===== src/rtl/uart_rx_pkg.sv =====
// Shared UART definitions: line defaults kept in step with uart_tx, receiver
// state encoding and the bit-timer divider helper.
package uart_rx_pkg;

  localparam int c_def_clkfreq  = 100_000_000;
  localparam int c_def_baudrate = 10_000_000;
  localparam int c_def_stopbit  = 2;
  localparam int c_def_nbits    = 10;

  typedef enum logic [2:0] {
    S_IDLE   = 3'd0,
    S_START  = 3'd1,
    S_DATA   = 3'd2,
    S_STOP   = 3'd3,
    S_WAITHI = 3'd4
  } rx_state_t;

  function automatic int bit_timer_lim(input int clkfreq, input int baudrate);
    return clkfreq / baudrate;
  endfunction

endpackage


===== src/rtl/sync_2ff.sv =====
// Two-flop synchronizer for asynchronous inputs with a parameterised reset
// value, so idle-high lines come out of reset without a spurious edge.
module sync_2ff #(
  parameter int   c_width  = 1,
  parameter logic c_rstval = 1'b1
) (
  input  logic               clk,
  input  logic               rst_n,
  input  logic [c_width-1:0] d,
  output logic [c_width-1:0] q
);

  logic [c_width-1:0] meta;

  always_ff @(posedge clk or negedge rst_n) begin
    if (!rst_n) begin
      meta <= {c_width{c_rstval}};
      q    <= {c_width{c_rstval}};
    end else begin
      meta <= d;
      q    <= meta;
    end
  end

endmodule


===== src/rtl/uart_rx.sv =====
// UART receiver: start-edge detect, centre sampling via a bit timer, LSB-first
// data shift, first-stop-bit check with done/framing-error ticks.
module uart_rx
  import uart_rx_pkg::*;
#(
  parameter int c_clkfreq  = c_def_clkfreq,
  parameter int c_baudrate = c_def_baudrate,
  parameter int c_stopbit  = c_def_stopbit,
  parameter int gonbitsys  = c_def_nbits
) (
  input  logic                 clk,
  input  logic                 rst_n,
  input  logic                 rx_i,
  output logic [gonbitsys-1:0] dout_o,
  output logic                 rx_done_tick_o,
  output logic                 frame_err_o
);

  localparam int c_bittimerlim = bit_timer_lim(c_clkfreq, c_baudrate);
  localparam int c_tw = $clog2(c_bittimerlim);
  localparam int c_cw = $clog2(gonbitsys + 1);
  localparam logic [c_tw-1:0] c_tlast = c_tw'(c_bittimerlim - 1);
  localparam logic [c_tw-1:0] c_tmid  = c_tw'(c_bittimerlim / 2 - 1);
  localparam logic [c_cw-1:0] c_clast = c_cw'(gonbitsys - 1);

  // Centre sampling needs at least 4 clocks per bit; the frame needs a stop bit.
  if (c_bittimerlim < 4 || c_stopbit < 1) begin : g_cfg_check
    $error("uart_rx: unsupported configuration");
  end

  rx_state_t            state_q, state_d;
  logic [c_tw-1:0]      timer_q, timer_d;
  logic [c_cw-1:0]      bitcnt_q, bitcnt_d;
  logic [gonbitsys-1:0] shreg_q, shreg_d;
  logic [gonbitsys-1:0] dout_q, dout_d;
  logic                 done_q, done_d;
  logic                 err_q, err_d;
  logic                 rx_s, rx_s_d;
  logic                 fall_edge;
  logic                 timer_wrap;

  sync_2ff #(.c_width(1), .c_rstval(1'b1)) u_sync (
    .clk   (clk),
    .rst_n (rst_n),
    .d     (rx_i),
    .q     (rx_s)
  );

  assign fall_edge  = rx_s_d & ~rx_s;
  assign timer_wrap = (timer_q == c_tlast);

  always_ff @(posedge clk or negedge rst_n) begin
    if (!rst_n) begin
      rx_s_d   <= 1'b1;
      state_q  <= S_IDLE;
      timer_q  <= '0;
      bitcnt_q <= '0;
      shreg_q  <= '0;
      dout_q   <= '0;
      done_q   <= 1'b0;
      err_q    <= 1'b0;
    end else begin
      rx_s_d   <= rx_s;
      state_q  <= state_d;
      timer_q  <= timer_d;
      bitcnt_q <= bitcnt_d;
      shreg_q  <= shreg_d;
      dout_q   <= dout_d;
      done_q   <= done_d;
      err_q    <= err_d;
    end
  end

  always_comb begin
    state_d  = state_q;
    bitcnt_d = bitcnt_q;
    shreg_d  = shreg_q;
    dout_d   = dout_q;
    done_d   = 1'b0;
    err_d    = 1'b0;

    case (state_q)
      S_IDLE: begin
        if (fall_edge) state_d = S_START;
      end
      // A start bit that is high again at its centre was only a glitch.
      S_START: begin
        if (timer_q == c_tmid) state_d = rx_s ? S_IDLE : S_DATA;
      end
      S_DATA: begin
        if (timer_wrap) begin
          shreg_d = {rx_s, shreg_q[gonbitsys-1:1]};
          if (bitcnt_q == c_clast) begin
            bitcnt_d = '0;
            state_d  = S_STOP;
          end else begin
            bitcnt_d = bitcnt_q + 1'b1;
          end
        end
      end
      // Leaving at mid stop bit leaves time to catch the next start edge.
      S_STOP: begin
        if (timer_wrap) begin
          if (rx_s) begin
            dout_d  = shreg_q;
            done_d  = 1'b1;
            state_d = S_IDLE;
          end else begin
            err_d   = 1'b1;
            state_d = S_WAITHI;
          end
        end
      end
      S_WAITHI: begin
        if (rx_s) state_d = S_IDLE;
      end
      default: state_d = S_IDLE;
    endcase

    if (state_d != state_q || state_q == S_IDLE || timer_wrap) timer_d = '0;
    else timer_d = timer_q + 1'b1;
  end

  assign dout_o         = dout_q;
  assign rx_done_tick_o = done_q;
  assign frame_err_o    = err_q;

endmodule


===== config.mk =====
export PLATFORM = sky130hd
export DESIGN_NAME = uart_rx
export DESIGN_NICKNAME = d
export VERILOG_FILES = /design/src/rtl/uart_rx_pkg.sv /design/src/rtl/sync_2ff.sv /design/src/rtl/uart_rx.sv
export SDC_FILE = /design/constraint.sdc
export NUM_CORES = 1
export LEC_CHECK = 0
export CORE_UTILIZATION = 55
export CTS_CLUSTER_DIAMETER = 40
export DETAILED_ROUTE_END_ITERATION = 10
export HOLD_SLACK_MARGIN = 0.03
export PLACE_DENSITY = 0.77
export SYNTH_ARGS = -nofsm -noshare
export SYNTH_HDL_FRONTEND = slang
export SYNTH_SLANG_ARGS = --single-unit
export TNS_END_PERCENT = 1

===== constraint.sdc =====
create_clock -name clk -period 1.9 [get_ports clk]
set_clock_uncertainty 0.15 [all_clocks]
set_input_delay 0.38 -clock clk [delete_from_list [all_inputs] [get_ports clk]]
set_output_delay 0.38 -clock clk [all_outputs]
set_load 0.02 [all_outputs]

==> impl_metrics.py <==
metrics = {
    "placement": {
        "portBuffers": 14,
        "numPlacedInstances": 157,
        "dp_hpwl_um": 1730,
        "dp_slack_ns": 0.0603,
        "dpl-instance-area_um2": 1770,
        "gp_congestion": 0.724,
    },
    "floorplan": {
        "initial_utilization": 0.604,
        "io_pins": 15,
        "die_h_um": 55.3,
        "core_area_um2": 2590,
        "fp.dieArea_um2": 3060,
        "die_w_um": 55.3,
        "rows": 18,
    },
    "drt": {
        "drcViolationCount": 0,
        "ant_nets": 0,
        "post_drt_wl_per_cell_um": 15.4,
        "vias_per_cell": 5.79,
        "vias": 956,
        "dr.pass1.iters": 4,
        "drt_iter0_drc": 11,
        "wirelength_um": 2550,
    },
    "yosys": {
        "ys_seq_elements": 36,
        "yosysWarnings": 0,
        "ys.flop_type": "dfrtp_1",
        "synthTopCellsByArea": "dfrtp_1 53%, mux2_2 15%, dfstp_2 5.0%, ha_1 2.4%, nor4_2 2.4%",
        "synth_area_per_cell_um2": 14.0,
        "syn-cell-area_um2": 1560,
        "ys_async_sr_fraction": 1.00,
        "synth.top_cell.area_share": 0.528,
        "syn_nets": 118,
        "yosysUniqueCellTypes": 39,
        "synth_edf_count": 0,
        "ys_seq_area_frac": 0.578,
        "synthCells": 112,
        "synth_largest_area_cell": "dfrtp_1",
    },
    "pwr": {
        "comb_power_share": 0.176,
        "peakVddDrop_v": 0.000873,
        "cell_internal_pwr_mw": 1.32,
        "leakagePower_nw": 0.879,
        "p_sw_uw": 496,
        "netSwitchingFraction": 0.273,
        "p_clk_frac": 0.329,
        "power_frac_seq": 0.495,
        "powerDensity_nw_per_um2": 973,
        "p_total_mw": 1.81,
    },
    "grt": {
        "grt_max_degree": 37,
        "grt_usage": 0.191,
        "antenna_found_initial": 0,
        "met1_usage": 0.223,
        "grtUsageMet2": 0.306,
        "grt_pass1_vias": 1057,
        "grt_overflow": 0,
        "use_met3": 0.0679,
        "grt_pass1_wl_um": 4510,
        "top_usage_layer": "met2",
    },
    "clock_network": {
        "clk_pin_slew_ns": 0.11,
        "cts_buffers": 5,
        "hold_buffers": 0,
        "clk_latency_ns": 0.34,
        "cts_setup_buffers": 0,
        "clock_path_buffers": 2,
        "cts_tree": "built",
        "clockRootBuffer": "clkbuf_4",
        "h-tree-depth": 2,
        "clock-sinks": 36,
    },
    "sta": {
        "fmax_ghz": 0.543,
        "tightest_slew_ns": 0.339,
        "fin_crit_ns": 1.84,
        "slew_viol_final": 0,
        "setup-tns-final_ns": 0,
        "final_hold_viol_count": 0,
        "slew_headroom": 0.771,
        "finalSetupViolations": 0,
        "layout_setup_ws_ns": 0.0567,
        "min_period_over_period": 0.970,
        "rsz0062_at_grt": "no",
    },
    "setup_path": {
        "critical_path_arrival_ns": 1.31,
        "rr_startpoint": "timer_q[1]$_DFF_PN0_",
        "cpPeakStageDelay_ns": 0.60,
        "endpoint_kind": "output port",
        "setup.worst_path.start": "dout_o[5]$_DFFE_PN0P_",
        "crit_chain": "clkdlybuf4s50_1",
        "worst-path-buf-inv": 1,
        "crit_fanout": 2,
        "start_kind": "flip-flop",
        "critPathTopFamily": "buffers and inverters",
        "rr_worst_depth": 6,
        "critical_path_depth": 1,
        "worstPathRequired_ns": 1.37,
        "path_class": "flip-flop to output port",
        "cp_slowest_cell": "clkdlybuf4s50_1",
    },
    "status": {
        "status": "finished clean",
    },
    "layout": {
        "instances_no_fill": 165,
        "final_area_um2": 1870,
        "n_fill_cell": 164,
        "seqCellArea_um2": 905,
        "syn2layout_area_growth_pct": 19.3,
        "fin_nets": 140,
        "antenna_cells": 0,
        "drive_above_1_share": 0.348,
        "multi_input_area_um2": 608,
    },
    "min_path": {
        "hold_path_depth": 0,
        "min_from": "u_sync.meta$_DFF_PN1_",
        "hold_path_class": "flip-flop to flip-flop",
    },
    "flow_run": {
        "cap_violations": 0,
    },
}
-- synthesized netlist by cell type, types with 2 or more instances --
master / number
a21oi_1: 2
buf_4: 2
dfrtp_1: 33
dfstp_2: 3
ha_1: 3
inv_1: 3
mux2_2: 21
nand2_1: 3
nor2_1: 3
nor2b_1: 3
nor3_2: 2
nor3b_1: 2
nor4_2: 3
nor4bb_1: 2
xnor2_1: 2
xor2_1: 2
-- state kept, by name, summed over array words and instances (netlist names) --
signal          cells
rx_s_d              1
state_q             3
dout_o             10
u_sync.meta         1
rx_done_tick_o      1
shreg_q            10
timer_q             4
bitcnt_q            4
u_sync.q            1
frame_err_o         1
-- logic make-up after synthesis --
family,synth area share
muxes,0.151
buffers and inverters,0.0328
xor gates and xnor gates,0.0224
AOI/OAI and AO/OA,0.0536
and+or+nand+nor,0.138
adders and majority gates,0.0240
DFF,0.578
-- what timing repair did --
action,4_1_cts,5_1_grt
setup endpoints to repair,0,14
hold endpoints to repair,0,0
resized for setup,0,1
-- power groups by stage --
| stage | combinational, mW | sequential (mW) | clock [mW] |
|---|---|---|---|
| 2_1_floorplan | 0.275 | 0.877 | 0 |
| 3_5_place_dp | 0.320 | 0.911 | 0 |
| 4_1_cts | 0.320 | 0.898 | 0.612 |
| 5_1_grt | 0.363 | 0.908 | 0.637 |
| 3_3_place_gp | 0.311 | 0.905 | 0 |
| 6_report | 0.319 | 0.899 | 0.597 |
-- worst paths after layout --
path                                            to  slack [ns]
max                                      dout_o[5]        0.06
min                             u_sync.q$_DFF_PN1_        0.21
max reg2reg                 shreg_q[6]$_DFFE_PN0P_        0.12
min reg2reg                     u_sync.q$_DFF_PN1_        0.21
max in group asynchronous         rx_s_d$_DFF_PN1_        1.11
min in group asynchronous  bitcnt_q[2]$_DFFE_PN0P_        0.25
-- placed cells by master, fill, tap and decap left out, types with 2 or more instances in the layout --
cell type,Yosys,routed
nor4_2,3,3
mux2_2,21,21
nor2_1,3,3
ha_1,3,3
a21oi_1,2,2
xor2_1,2,2
inv_1,3,3
nand2_1,3,3
buf_4,2,5
nor2b_1,3,3
clkdlybuf4s50_1,0,14
dfrtp_1,33,33
nor3_2,2,2
dfstp_2,3,3
clkbuf_4,0,5
xnor2_1,2,2
nor3b_1,2,2
nor4bb_1,2,2
clkbuf_8,0,2
-- per-layer routing --
metal / share of wire / vias up
met1: 0.44 / 487
met3: 0.039 / 6
met4: 0.018 / 0
li1: - / 448
met5: 0 / -
met2: 0.50 / 15
-- cell type report --
class                           instances  area share
Clock buffer                            7      0.0349
Timing Repair Buffer                   21       0.112
Sequential cell                        36       0.485
Multi-Input combinational cell         67       0.326
Inverter                                3     0.00604
Clock inverter                          1      0.0161
Tap cell                               30      0.0201
-- through the flow --
stage	hold WS [ns]	utilization
finish	0.215	0.720
global route	0.220	0.720
CTS	0.213	0.719
detailed placement	0.197	0.682
global placement	0.196	0.682
floorplan	-0.0656	-
Power figures use the tool's default switching activity.
